File: config.mk
export PLATFORM = sky130hd
export DESIGN_NAME = hazard_scoreboard_flat
export DESIGN_NICKNAME = d
export VERILOG_FILES = /design/src/rtl/hazard_scoreboard_pkg.sv /design/src/rtl/hazard_scoreboard_if.sv /design/src/rtl/hazard_pend_ctr.sv /design/src/rtl/hazard_scoreboard.sv /design/src/flat_wrapper.sv
export SDC_FILE = /design/constraint.sdc
export NUM_CORES = 1
export LEC_CHECK = 0
export ABC_CLOCK_PERIOD_IN_PS = 3300
export BUFFER_PORTS_ARGS = -buffer_cell sky130_fd_sc_hd__buf_2
export CORE_MARGIN = 2
export CORE_UTILIZATION = 60
export DETAILED_ROUTE_END_ITERATION = 12
export PLACE_DENSITY = 0.92
export SLEW_MARGIN = 10
export SYNTH_ARGS = -nofsm -noshare
export SYNTH_HDL_FRONTEND = slang
export SYNTH_SLANG_ARGS = --single-unit
File: constraint.sdc
create_clock -name clk -period 3.3 [get_ports clk]
set_input_delay 0.165 -clock clk [delete_from_list [all_inputs] [get_ports clk]]
set_output_delay 0.165 -clock clk [all_outputs]
set_load 0.01 [all_outputs]
File: src/rtl/hazard_scoreboard_pkg.sv
// Shared types and parameter sanity helpers for the mMips hazard unit.
//   hz_state_t    : branch-shadow FSM state
//   pend_w_ok()   : pending counter is wide enough to hold MAX_INFLIGHT
//   reg_aw_ok()   : register address width covers NUM_REGS
package hazard_pkg;

  typedef enum logic [0:0] {
    HZ_RUN    = 1'b0,
    HZ_BRANCH = 1'b1
  } hz_state_t;

  function automatic bit pend_w_ok(int unsigned pend_w, int unsigned max_inflight);
    return (max_inflight >= 1) && ((1 << pend_w) > max_inflight);
  endfunction

  function automatic bit reg_aw_ok(int unsigned reg_aw, int unsigned num_regs);
    return (1 << reg_aw) >= num_regs;
  endfunction

endpackage

File: src/rtl/hazard_scoreboard_if.sv
// Bundle between the ID-stage pipeline control and the hazard unit.
//   master : pipeline side, drives ID/WB/memory status, receives enables
//   slave  : hazard unit, consumes status, drives pc/ifid/bubble/pipe/imem enables
interface hazard_scoreboard_if #(
  parameter int unsigned REG_AW = 5,
  parameter int unsigned CNT_W  = 16
) ();
  logic              enable;
  logic              id_valid;
  logic [REG_AW-1:0] id_rs;
  logic [REG_AW-1:0] id_rt;
  logic              id_rs_used;
  logic              id_rt_used;
  logic              id_wr_en;
  logic [REG_AW-1:0] id_wr_reg;
  logic              id_is_branch;
  logic              br_resolve;
  logic              wb_wr_en;
  logic [REG_AW-1:0] wb_wr_reg;
  logic              dmem_wait;
  logic              imem_wait;
  logic              pc_write;
  logic              ifid_write;
  logic              bubble;
  logic              pipe_en;
  logic              imem_en;
  logic [CNT_W-1:0]  bubble_cnt;

  modport master (
    output enable, id_valid, id_rs, id_rt, id_rs_used, id_rt_used, id_wr_en, id_wr_reg,
           id_is_branch, br_resolve, wb_wr_en, wb_wr_reg, dmem_wait, imem_wait,
    input  pc_write, ifid_write, bubble, pipe_en, imem_en, bubble_cnt
  );

  modport slave (
    input  enable, id_valid, id_rs, id_rt, id_rs_used, id_rt_used, id_wr_en, id_wr_reg,
           id_is_branch, br_resolve, wb_wr_en, wb_wr_reg, dmem_wait, imem_wait,
    output pc_write, ifid_write, bubble, pipe_en, imem_en, bubble_cnt
  );
endinterface

File: src/rtl/hazard_pend_ctr.sv
// Pending-write counter for one architectural register.
//   inc_i/dec_i : issue / retire of a write to this register
//   cnt_o       : outstanding writes
//   full_o      : cnt_o == MAX_INFLIGHT
//   nz_o        : at least one write outstanding
module hazard_pend_ctr #(
  parameter int unsigned PEND_W       = 2,
  parameter int unsigned MAX_INFLIGHT = 3
) (
  input  logic              clk_i,
  input  logic              rst_ni,
  input  logic              inc_i,
  input  logic              dec_i,
  output logic [PEND_W-1:0] cnt_o,
  output logic              full_o,
  output logic              nz_o
);
  logic [PEND_W-1:0] cnt_q, cnt_d;

  assign cnt_o  = cnt_q;
  assign full_o = (cnt_q == PEND_W'(MAX_INFLIGHT));
  assign nz_o   = |cnt_q;

  // Simultaneous inc/dec cancel; underflow and overflow are dropped.
  always_comb begin
    cnt_d = cnt_q;
    if (inc_i && !dec_i && !full_o) begin
      cnt_d = cnt_q + PEND_W'(1);
    end else if (dec_i && !inc_i && nz_o) begin
      cnt_d = cnt_q - PEND_W'(1);
    end
  end

  always_ff @(posedge clk_i or negedge rst_ni) begin
    if (!rst_ni) begin
      cnt_q <= '0;
    end else begin
      cnt_q <= cnt_d;
    end
  end

  a_no_underflow: assert property (@(posedge clk_i) disable iff (!rst_ni)
                                   !(dec_i && !inc_i && !nz_o))
    else $error("retire of a register with no pending write");

endmodule

File: src/rtl/hazard_scoreboard.sv
// Hazard unit beside the mMips ID stage. Tracks in-flight register writes, stalls ID on
// RAW/structural hazards, holds a branch shadow until EX resolves and freezes on memory waits.
//   clk, rst_n : clock, async active-low reset
//   bus        : slave side of hazard_scoreboard_if (ID/WB/mem status in, enables out)
module hazard_scoreboard
  import hazard_pkg::*;
#(
  parameter int unsigned NUM_REGS     = 32,
  parameter int unsigned REG_AW       = 5,
  parameter int unsigned MAX_INFLIGHT = 3,
  parameter int unsigned PEND_W       = 2,
  parameter int unsigned ZERO_REG_HAZ = 0,
  parameter int unsigned CNT_W        = 16
) (
  input  logic                clk,
  input  logic                rst_n,
  hazard_scoreboard_if.slave  bus
);
  localparam int unsigned NumSlots = 1 << REG_AW;

  if (!pend_w_ok(PEND_W, MAX_INFLIGHT)) begin : g_bad_pend_w
    $error("PEND_W too narrow for MAX_INFLIGHT");
  end
  if (!reg_aw_ok(REG_AW, NUM_REGS)) begin : g_bad_reg_aw
    $error("REG_AW too narrow for NUM_REGS");
  end

  hz_state_t        state_q, state_d;
  logic [CNT_W-1:0] bubble_cnt_q, bubble_cnt_d;
  logic [NumSlots-1:0] nz_vec, full_vec;
  logic raw, strct, issue, retire;
  logic pc_write, ifid_write, bubble, pipe_en, imem_en, run_slot;

  // Untracked slots (r0 when excluded, addresses past NUM_REGS) read as never pending.
  for (genvar i = 0; i < NumSlots; i++) begin : g_reg
    if (i < NUM_REGS && (i != 0 || ZERO_REG_HAZ != 0)) begin : g_ctr
      logic              inc, dec;
      logic [PEND_W-1:0] cnt;
      assign inc = issue & bus.id_wr_en & (bus.id_wr_reg == REG_AW'(i));
      assign dec = retire & (bus.wb_wr_reg == REG_AW'(i));
      hazard_pend_ctr #(
        .PEND_W      (PEND_W),
        .MAX_INFLIGHT(MAX_INFLIGHT)
      ) u_ctr (
        .clk_i (clk),
        .rst_ni(rst_n),
        .inc_i (inc),
        .dec_i (dec),
        .cnt_o (cnt),
        .full_o(full_vec[i]),
        .nz_o  (nz_vec[i])
      );
      // The structural stall must keep issue away from a full counter.
      a_no_overflow: assert property (@(posedge clk) disable iff (!rst_n)
                                      !(inc && !dec && cnt == PEND_W'(MAX_INFLIGHT)))
        else $error("issue to a full pending counter");
    end else begin : g_none
      assign nz_vec[i]   = 1'b0;
      assign full_vec[i] = 1'b0;
    end
  end

  assign raw   = bus.id_valid & ((bus.id_rs_used & nz_vec[bus.id_rs]) |
                                 (bus.id_rt_used & nz_vec[bus.id_rt]));
  assign strct = bus.id_valid & bus.id_wr_en & full_vec[bus.id_wr_reg];

  assign issue  = bus.id_valid & run_slot;
  assign retire = bus.wb_wr_en & pipe_en;

  // FSM state register
  always_ff @(posedge clk or negedge rst_n) begin
    if (!rst_n) begin
      state_q <= HZ_RUN;
    end else begin
      state_q <= state_d;
    end
  end

  // FSM next state; a resolve seen while frozen is ignored.
  always_comb begin
    state_d = state_q;
    unique case (state_q)
      HZ_RUN:    if (issue && bus.id_is_branch) state_d = HZ_BRANCH;
      HZ_BRANCH: if (bus.enable && !bus.dmem_wait && !bus.imem_wait && bus.br_resolve) begin
        state_d = HZ_RUN;
      end
      default:   state_d = HZ_RUN;
    endcase
  end

  // Outputs, highest priority first
  always_comb begin
    pc_write   = 1'b0;
    ifid_write = 1'b0;
    bubble     = 1'b0;
    pipe_en    = 1'b0;
    imem_en    = 1'b0;
    run_slot   = 1'b0;
    if (!bus.enable) begin
      // everything held
    end else if (bus.dmem_wait || bus.imem_wait) begin
      imem_en = ~bus.dmem_wait;
    end else if (state_q == HZ_BRANCH) begin
      bubble   = 1'b1;
      pipe_en  = 1'b1;
      pc_write = bus.br_resolve;
      imem_en  = bus.br_resolve;
    end else if (raw || strct) begin
      bubble  = 1'b1;
      pipe_en = 1'b1;
    end else begin
      pipe_en    = 1'b1;
      ifid_write = 1'b1;
      run_slot   = 1'b1;
      pc_write   = ~(bus.id_valid & bus.id_is_branch);
      imem_en    = ~(bus.id_valid & bus.id_is_branch);
    end
  end

  assign bubble_cnt_d = (bubble && !(&bubble_cnt_q)) ? bubble_cnt_q + CNT_W'(1) : bubble_cnt_q;

  always_ff @(posedge clk or negedge rst_n) begin
    if (!rst_n) begin
      bubble_cnt_q <= '0;
    end else begin
      bubble_cnt_q <= bubble_cnt_d;
    end
  end

  assign bus.pc_write   = pc_write;
  assign bus.ifid_write = ifid_write;
  assign bus.bubble     = bubble;
  assign bus.pipe_en    = pipe_en;
  assign bus.imem_en    = imem_en;
  assign bus.bubble_cnt = bubble_cnt_q;

endmodule

File: src/flat_wrapper.sv
// flat-port wrapper written by rule: the top's interface ports become plain ports
module hazard_scoreboard_flat import hazard_pkg::*;
#(
  parameter int unsigned NUM_REGS     = 32,
  parameter int unsigned REG_AW       = 5,
  parameter int unsigned MAX_INFLIGHT = 3,
  parameter int unsigned PEND_W       = 2,
  parameter int unsigned ZERO_REG_HAZ = 0,
  parameter int unsigned CNT_W        = 16
)
  (clk, rst_n, bus_enable, bus_id_valid, bus_id_rs, bus_id_rt, bus_id_rs_used, bus_id_rt_used, bus_id_wr_en, bus_id_wr_reg, bus_id_is_branch, bus_br_resolve, bus_wb_wr_en, bus_wb_wr_reg, bus_dmem_wait, bus_imem_wait, bus_pc_write, bus_ifid_write, bus_bubble, bus_pipe_en, bus_imem_en, bus_bubble_cnt);
  hazard_scoreboard_if #(.REG_AW(REG_AW), .CNT_W(CNT_W)) bus_i ();
  input  logic clk;
  input  logic rst_n;
  input wire logic [$bits(bus_i.enable)-1:0] bus_enable;
  input wire logic [$bits(bus_i.id_valid)-1:0] bus_id_valid;
  input wire logic [$bits(bus_i.id_rs)-1:0] bus_id_rs;
  input wire logic [$bits(bus_i.id_rt)-1:0] bus_id_rt;
  input wire logic [$bits(bus_i.id_rs_used)-1:0] bus_id_rs_used;
  input wire logic [$bits(bus_i.id_rt_used)-1:0] bus_id_rt_used;
  input wire logic [$bits(bus_i.id_wr_en)-1:0] bus_id_wr_en;
  input wire logic [$bits(bus_i.id_wr_reg)-1:0] bus_id_wr_reg;
  input wire logic [$bits(bus_i.id_is_branch)-1:0] bus_id_is_branch;
  input wire logic [$bits(bus_i.br_resolve)-1:0] bus_br_resolve;
  input wire logic [$bits(bus_i.wb_wr_en)-1:0] bus_wb_wr_en;
  input wire logic [$bits(bus_i.wb_wr_reg)-1:0] bus_wb_wr_reg;
  input wire logic [$bits(bus_i.dmem_wait)-1:0] bus_dmem_wait;
  input wire logic [$bits(bus_i.imem_wait)-1:0] bus_imem_wait;
  output wire logic [$bits(bus_i.pc_write)-1:0] bus_pc_write;
  output wire logic [$bits(bus_i.ifid_write)-1:0] bus_ifid_write;
  output wire logic [$bits(bus_i.bubble)-1:0] bus_bubble;
  output wire logic [$bits(bus_i.pipe_en)-1:0] bus_pipe_en;
  output wire logic [$bits(bus_i.imem_en)-1:0] bus_imem_en;
  output wire logic [$bits(bus_i.bubble_cnt)-1:0] bus_bubble_cnt;
  assign bus_i.enable = bus_enable;
  assign bus_i.id_valid = bus_id_valid;
  assign bus_i.id_rs = bus_id_rs;
  assign bus_i.id_rt = bus_id_rt;
  assign bus_i.id_rs_used = bus_id_rs_used;
  assign bus_i.id_rt_used = bus_id_rt_used;
  assign bus_i.id_wr_en = bus_id_wr_en;
  assign bus_i.id_wr_reg = bus_id_wr_reg;
  assign bus_i.id_is_branch = bus_id_is_branch;
  assign bus_i.br_resolve = bus_br_resolve;
  assign bus_i.wb_wr_en = bus_wb_wr_en;
  assign bus_i.wb_wr_reg = bus_wb_wr_reg;
  assign bus_i.dmem_wait = bus_dmem_wait;
  assign bus_i.imem_wait = bus_imem_wait;
  assign bus_pc_write = bus_i.pc_write;
  assign bus_ifid_write = bus_i.ifid_write;
  assign bus_bubble = bus_i.bubble;
  assign bus_pipe_en = bus_i.pipe_en;
  assign bus_imem_en = bus_i.imem_en;
  assign bus_bubble_cnt = bus_i.bubble_cnt;
  hazard_scoreboard #(.NUM_REGS(NUM_REGS), .REG_AW(REG_AW), .MAX_INFLIGHT(MAX_INFLIGHT), .PEND_W(PEND_W), .ZERO_REG_HAZ(ZERO_REG_HAZ), .CNT_W(CNT_W)) u_core (.clk(clk), .rst_n(rst_n), .bus(bus_i));
endmodule
* Yosys cells after proc, flatten, opt, wreduce, memory -nomap -nowiden
Cells that the tools add are included.
Storage, ports and cells: register bits after elaboration 79, bits of input ports 32, output and inout bits 21, word-level logic and storage cells 644
Operators by class: $add $sub $neg 63, $lt $le $gt $ge 3, equal/unequal tests 93, muxes and demuxes 87, bitwise gates (word level) 75, reductions and logical operators 290
Operators by type and width (count):
- 5-bit equality test, second input constant | 32
- 1-bit logical AND | 129
- 2-bit two-way mux | 62
- 1-bit zero test | 96
- 5-bit by 4-bit equality test with 1-bit output, second input constant | 16
- 1-bit AND | 71
- 2-bit by 1-bit adder with 2-bit output, second input constant | 31
- 2-bit equality test, second input constant | 31
- 2-bit nonzero test | 31
- 2-bit OR reduction | 31
- 2-bit by 1-bit subtractor with 2-bit output, second input constant | 31
- 5-bit by 3-bit equality test with 1-bit output, second input constant | 8
- 1-bit two-way mux | 21
- 5-bit by 2-bit equality test with 1-bit output, second input constant | 4
- 5-bit by 6-bit less-than comparator with 1-bit output, second input constant | 3
- 16-bit by 1-bit adder with 16-bit output, second input constant | 1
- 16-bit AND reduction | 1
- 1-bit binary-select mux with 5-bit select | 3
- 5-bit by 1-bit equality test with 1-bit output, second input constant | 2
- 1-bit NOT | 3
- 1-bit logical OR | 2
- 1-bit one-hot mux with 2 select lines | 1
- 1-bit OR | 1

* Depth between registers and ports, before layout
word-level depth 19, gate-level depth with buffers 12

* Cells and area by module
From an unflattened synthesis, not the netlist that was laid out.
Unflattened totals: cell total of the unflattened synthesis 717, area total of the unflattened synthesis 6247.2 µm²
Modules (own cells, without submodules):
- hazard_pend_ctr | instances 31, cells an instance 14, area each 127.6 µm²
- hazard_scoreboard | instances 1, cells an instance 283, area each 2290.9 µm²

* Worst setup path after synthesis
Ideal clock, no wire load.
kind reg-to-reg, start point register u_core.g_reg[28].g_ctr.u_ctr.cnt_q[1], end point register u_core.g_reg[11].g_ctr.u_ctr.cnt_q[0], setup time 0.120 ns, arrival time 2.544 ns, data required time 3.180 ns, slack 0.636 ns, stages on the path, launching flop included 10, period minus slack after synthesis 2.664 ns, cell sequence dfrtp_1 nand2_1 mux4_2 a221o_1 or3_4 and4_4 buf_6 nand4_1 mux2_2 o211a_1
On the way: longest elaborated chain between the ends 18, elaborated cells between the ends (all ways) 28, classes of those cells 1 x eq/ne; 11 x mux; 8 x bitwise; 8 x reduce/logical
RTL lines:
- from (decl) | RTL line hazard_pend_ctr.sv:18 | logic [PEND_W-1:0] cnt_q, cnt_d;
- from (signal assigned) | RTL line hazard_pend_ctr.sv:38 | cnt_q <= cnt_d;
- 2-bit OR reduction | RTL line hazard_pend_ctr.sv:22 | assign nz_o = |cnt_q;
- 1-bit binary-select mux with 5-bit select, on equally long branches | RTL line hazard_scoreboard.sv:63, hazard_scoreboard.sv:64
- 1-bit two-way mux, on equally long branches | RTL line hazard_scoreboard.sv:63, hazard_scoreboard.sv:64
- 1-bit AND, on equally long branches | RTL line hazard_scoreboard.sv:63, hazard_scoreboard.sv:64
- 1-bit OR | RTL line hazard_scoreboard.sv:63 | assign raw = bus.id_valid & ((bus.id_rs_used & nz_vec[bus.id_rs]) |
- 1-bit AND | RTL line hazard_scoreboard.sv:63
- 1-bit logical OR * | RTL line hazard_scoreboard.sv:108 | end else if (raw || strct) begin
- 1-bit two-way mux * | RTL line hazard_scoreboard.sv:108
- 1-bit two-way mux * | RTL line hazard_scoreboard.sv:103 | end else if (state_q == HZ_BRANCH) begin
- 1-bit two-way mux * | RTL line hazard_scoreboard.sv:101 | end else if (bus.dmem_wait || bus.imem_wait) begin
- 1-bit two-way mux * | RTL line hazard_scoreboard.sv:99 | if (!bus.enable) begin
- 1-bit AND * | RTL line hazard_scoreboard.sv:67 | assign issue = bus.id_valid & run_slot;
- 1-bit AND * (2 in a row) | RTL line hazard_scoreboard.sv:39 | assign inc = issue & bus.id_wr_en & (bus.id_wr_reg == REG_AW'(i));
- 1-bit zero test | RTL line hazard_pend_ctr.sv:29 | end else if (dec_i && !inc_i && nz_o) begin
- 1-bit logical AND (2 in a row) | RTL line hazard_pend_ctr.sv:29
- 2-bit nonzero test (no source line)
- to (signal assigned) | RTL line hazard_pend_ctr.sv:38
- to (decl) | RTL line hazard_pend_ctr.sv:18
Every way passes the cells marked *; elsewhere a longest branch is shown, timed or not. The select of a mux whose other input is x is not followed. A chain may end at the register's enable or synchronous reset.

* Worst setup path after layout
start point register u_core.g_reg[2].g_ctr.u_ctr.cnt_q[0], end point output port bus_ifid_write
On the way: longest elaborated chain between the ends 11, elaborated cells between the ends (all ways) 18, classes of those cells 1 x eq/ne; 10 x mux; 5 x bitwise; 2 x reduce/logical
RTL lines:
- from (decl) | RTL line hazard_pend_ctr.sv:18
- from (signal assigned) | RTL line hazard_pend_ctr.sv:38
- 2-bit OR reduction | RTL line hazard_pend_ctr.sv:22
- 1-bit binary-select mux with 5-bit select, on equally long branches | RTL line hazard_scoreboard.sv:63, hazard_scoreboard.sv:64
- 1-bit two-way mux, on equally long branches | RTL line hazard_scoreboard.sv:63, hazard_scoreboard.sv:64
- 1-bit AND, on equally long branches | RTL line hazard_scoreboard.sv:63, hazard_scoreboard.sv:64
- 1-bit OR | RTL line hazard_scoreboard.sv:63
- 1-bit AND | RTL line hazard_scoreboard.sv:63
- 1-bit logical OR * | RTL line hazard_scoreboard.sv:108
- 1-bit two-way mux * | RTL line hazard_scoreboard.sv:108
- 1-bit two-way mux * | RTL line hazard_scoreboard.sv:103
- 1-bit two-way mux * | RTL line hazard_scoreboard.sv:101
- 1-bit two-way mux * | RTL line hazard_scoreboard.sv:99
- to (decl) | RTL line flat_wrapper.sv:30 | output wire logic [$bits(bus_i.ifid_write)-1:0] bus_ifid_write;
Marked as above.

==> flow_metrics.tcl <==
set metrics [dict create \
    status "finished, violations left" \
    violations "hold timing" \
    clock-sinks 79 \
    drt-initial-drc-count 902 \
    timing.fmax_ghz 0.313 \
    gp_congestion 1.02 \
    clkSlewWorstSetupHoldPaths_ns 0.09 \
    cts_buffers 9 \
    clk_path_buf_depth 2 \
    vias 6798 \
    antenna_found_initial 0 \
    power_mw 2.27 \
    drc_errors 0 \
    finalHoldViolations 74 \
    worstSetupPathType "flip-flop to primary output" \
    power_leakage_nw 2.85 \
    insertion_delay_ns 0.39 \
    ys_seq_area_frac 0.310 \
    mostFrequentLayoutCell "nor2_1" \
    path_max_fanout 10 \
    fin_setup_tns_ns 0 \
    cts_max_level 3 \
    synth_edf_count 0 \
    synth.cell_area_um2 6380 \
    tightest_slew_ns 1.02 \
    fin_crit_sh 0.969 \
    powerDensity_nw_per_um2 326 \
    wire_per_inst_um 20.7 \
    cp-start-kind "flip-flop" \
    postSynthCellCount 781 \
    pin_count 53 \
    synth.distinct_cells 80 \
    die_h_um 107 \
    avgViaCountPerCell 7.01 \
    grt_overflow 0 \
    synth_seq_cells 79 \
    startpoint "u_core.g_reg[2].g_ctr.u_ctr.cnt_o[0]" \
    avgSynthCellArea_um2 8.17 \
    regToRegStartpoint "u_core.g_reg[29].g_ctr.u_ctr.cnt_o[1]" \
    rsz0062_at_grt "false" \
    grt_pass1_vias 6244 \
    fin_crit_ns 3.20 \
    synth_fp_nets 814 \
    die_w_um 107 \
    portBuffers 52 \
    critical_path_arrival_ns 3.03 \
    mostFrequentLayoutCells "nor2_1, nand2_1, dfrtp_1, buf_2, nand3_1" \
    gr-usage-all-layers 0.362 \
    grt_pass1_wl_mm 32.2 \
    async_reset_ff_frac 1.00 \
    cap_violations 0 \
    ys.flop_type "dfrtp_1" \
    synth_warnings 0 \
    grt_start_max_net_pins 80 \
    required_ns 3.13 \
    diodes 0 \
    final_core_util 0.676 \
    setup_ws_ns 0.102 \
    routed_wl_mm 20.1 \
    clock-root-buffer "clkbuf_8" \
    area_growth_pct 9.39 \
    setup_violations 0 \
    cts_tree "built" \
    antenna_left 0 \
    drive_gt1_frac 0.167 \
    max-slew-margin-rel 0.319 \
    holdWs_ns -0.0604 \
    coreArea_um2 10300 \
    hold_class "primary input to asynchronous set/reset pin" \
    num_rows 37 \
    dp_hpwl_mm 14.8 \
    dieArea_um2 11500 \
    post-place-ws_ns 0.276 \
    irDropWorstVdd_uv 446 \
    first_pass_iters 6 \
    start_util 0.618 \
    report.final.slew_viol_count 0 \
    fin_nets 862 \
    skew_ns 0.0106 \
    endpoint_kind "primary output" \
    ff2ff_path_depth 11 \
]
## metrics by stage
stage | area [um^2] | std cells
2_1_floorplan | 6380 | 781
3_3_place_gp | 6780 | 952
3_5_place_dp | 6780 | 952
4_1_cts | 6970 | 970
5_1_grt | 6980 | 970
6_report | 6980 | 970
## path summary, 6_finish.rpt
check                                                         to  slack, ns
setup / recovery                                  bus_ifid_write       0.10
hold / removal                          u_core.bus.bubble_cnt[0]      -0.06
setup reg to reg                       u_core.bus.bubble_cnt[14]       0.17
hold reg to reg                        u_core.bus.bubble_cnt[12]       0.50
max in group asynchronous  u_core.g_reg[19].g_ctr.u_ctr.cnt_o[0]       2.69
min in group clk                                  u_core.state_q       0.12
## critical path, stage by stage, from the launching register on
cell and delay (ns):
dfrtp_1 0.44, nor2_1 0.15, mux4_2 0.48, and2_1 0.19, o311a_4 0.41, or2_1 0.38
nand2_1 0.20, a21oi_1 0.10, and2_1 0.16, buf_2 0.13
## sequential cells by signal, indices dropped and copies added, names as in the netlist
| signal | flops |
|---|---|
| u_core.bus.bubble_cnt | 16 |
| u_core.g.g_ctr.u_ctr.cnt_o | 62 |
| u_core.state_q | 1 |
## routing by layer
metal,track usage,part of all wire,vias up
li1,-,-,3001
met1,0.493,0.39,3172
met2,0.543,0.45,514
met3,0.0936,0.12,111
met4,0.157,0.045,0
met5,0,0,-
## final cells by class
| type | count | area [um^2] |
|---|---|---|
| repair buffers | 70 | 413 |
| fillers | 860 | 3340 |
| clock inverters | 7 | 55.1 |
| flip-flops and latches | 79 | 1980 |
| well taps | 136 | 170 |
| inverters | 40 | 150 |
| multi-input cells | 629 | 4090 |
| clock buffers | 9 | 124 |
## power breakdown
| part | switching [mW] | internal, mW |
|---|---|---|
| combinational | 0.316 | 0.174 |
| sequential | 0.0660 | 1.02 |
| clock | 0.418 | 0.282 |
| total | 0.799 | 1.47 |
## what timing repair did
action                                  in CTS  in global routing
endpoints found under the setup margin       1                  1
endpoints found under the hold margin        1                  0
pin swaps                                    1                  0
gates resized for setup                      0                  1
buffers inserted                             1                  0
hold buffers                                 1                  0
## cells by family (layout without fill, tap and decap cells)
kind of cell | Yosys count | in the layout | share of synthesized area
compound gates | 180 | 180 | 0.200
xor+xnor | 30 | 30 | 0.0412
fa+ha+maj | 1 | 1 | 0.00196
buf+inv | 73 | 126 | 0.0502
flops | 79 | 79 | 0.310
mux | 36 | 36 | 0.0824
simple gates | 382 | 382 | 0.315
## cell usage after synthesis (12+ instances only)
library cell / number / area share
clkbuf_1: 14 / 0.0082
mux4_2: 12 / 0.042
xnor2_1: 12 / 0.016
nand3_1: 46 / 0.036
nor3_1: 37 / 0.029
a21oi_1: 40 / 0.031
nor2_1: 89 / 0.052
mux2i_1: 15 / 0.024
nand4_1: 16 / 0.016
inv_1: 38 / 0.022
o21ai_0: 33 / 0.026
nand2_1: 84 / 0.049
buf_2: 13 / 0.010
nor4_1: 21 / 0.021
dfrtp_1: 79 / 0.31
xor2_1: 18 / 0.025
No activity file was read; power rests on OpenSTA's default activity.
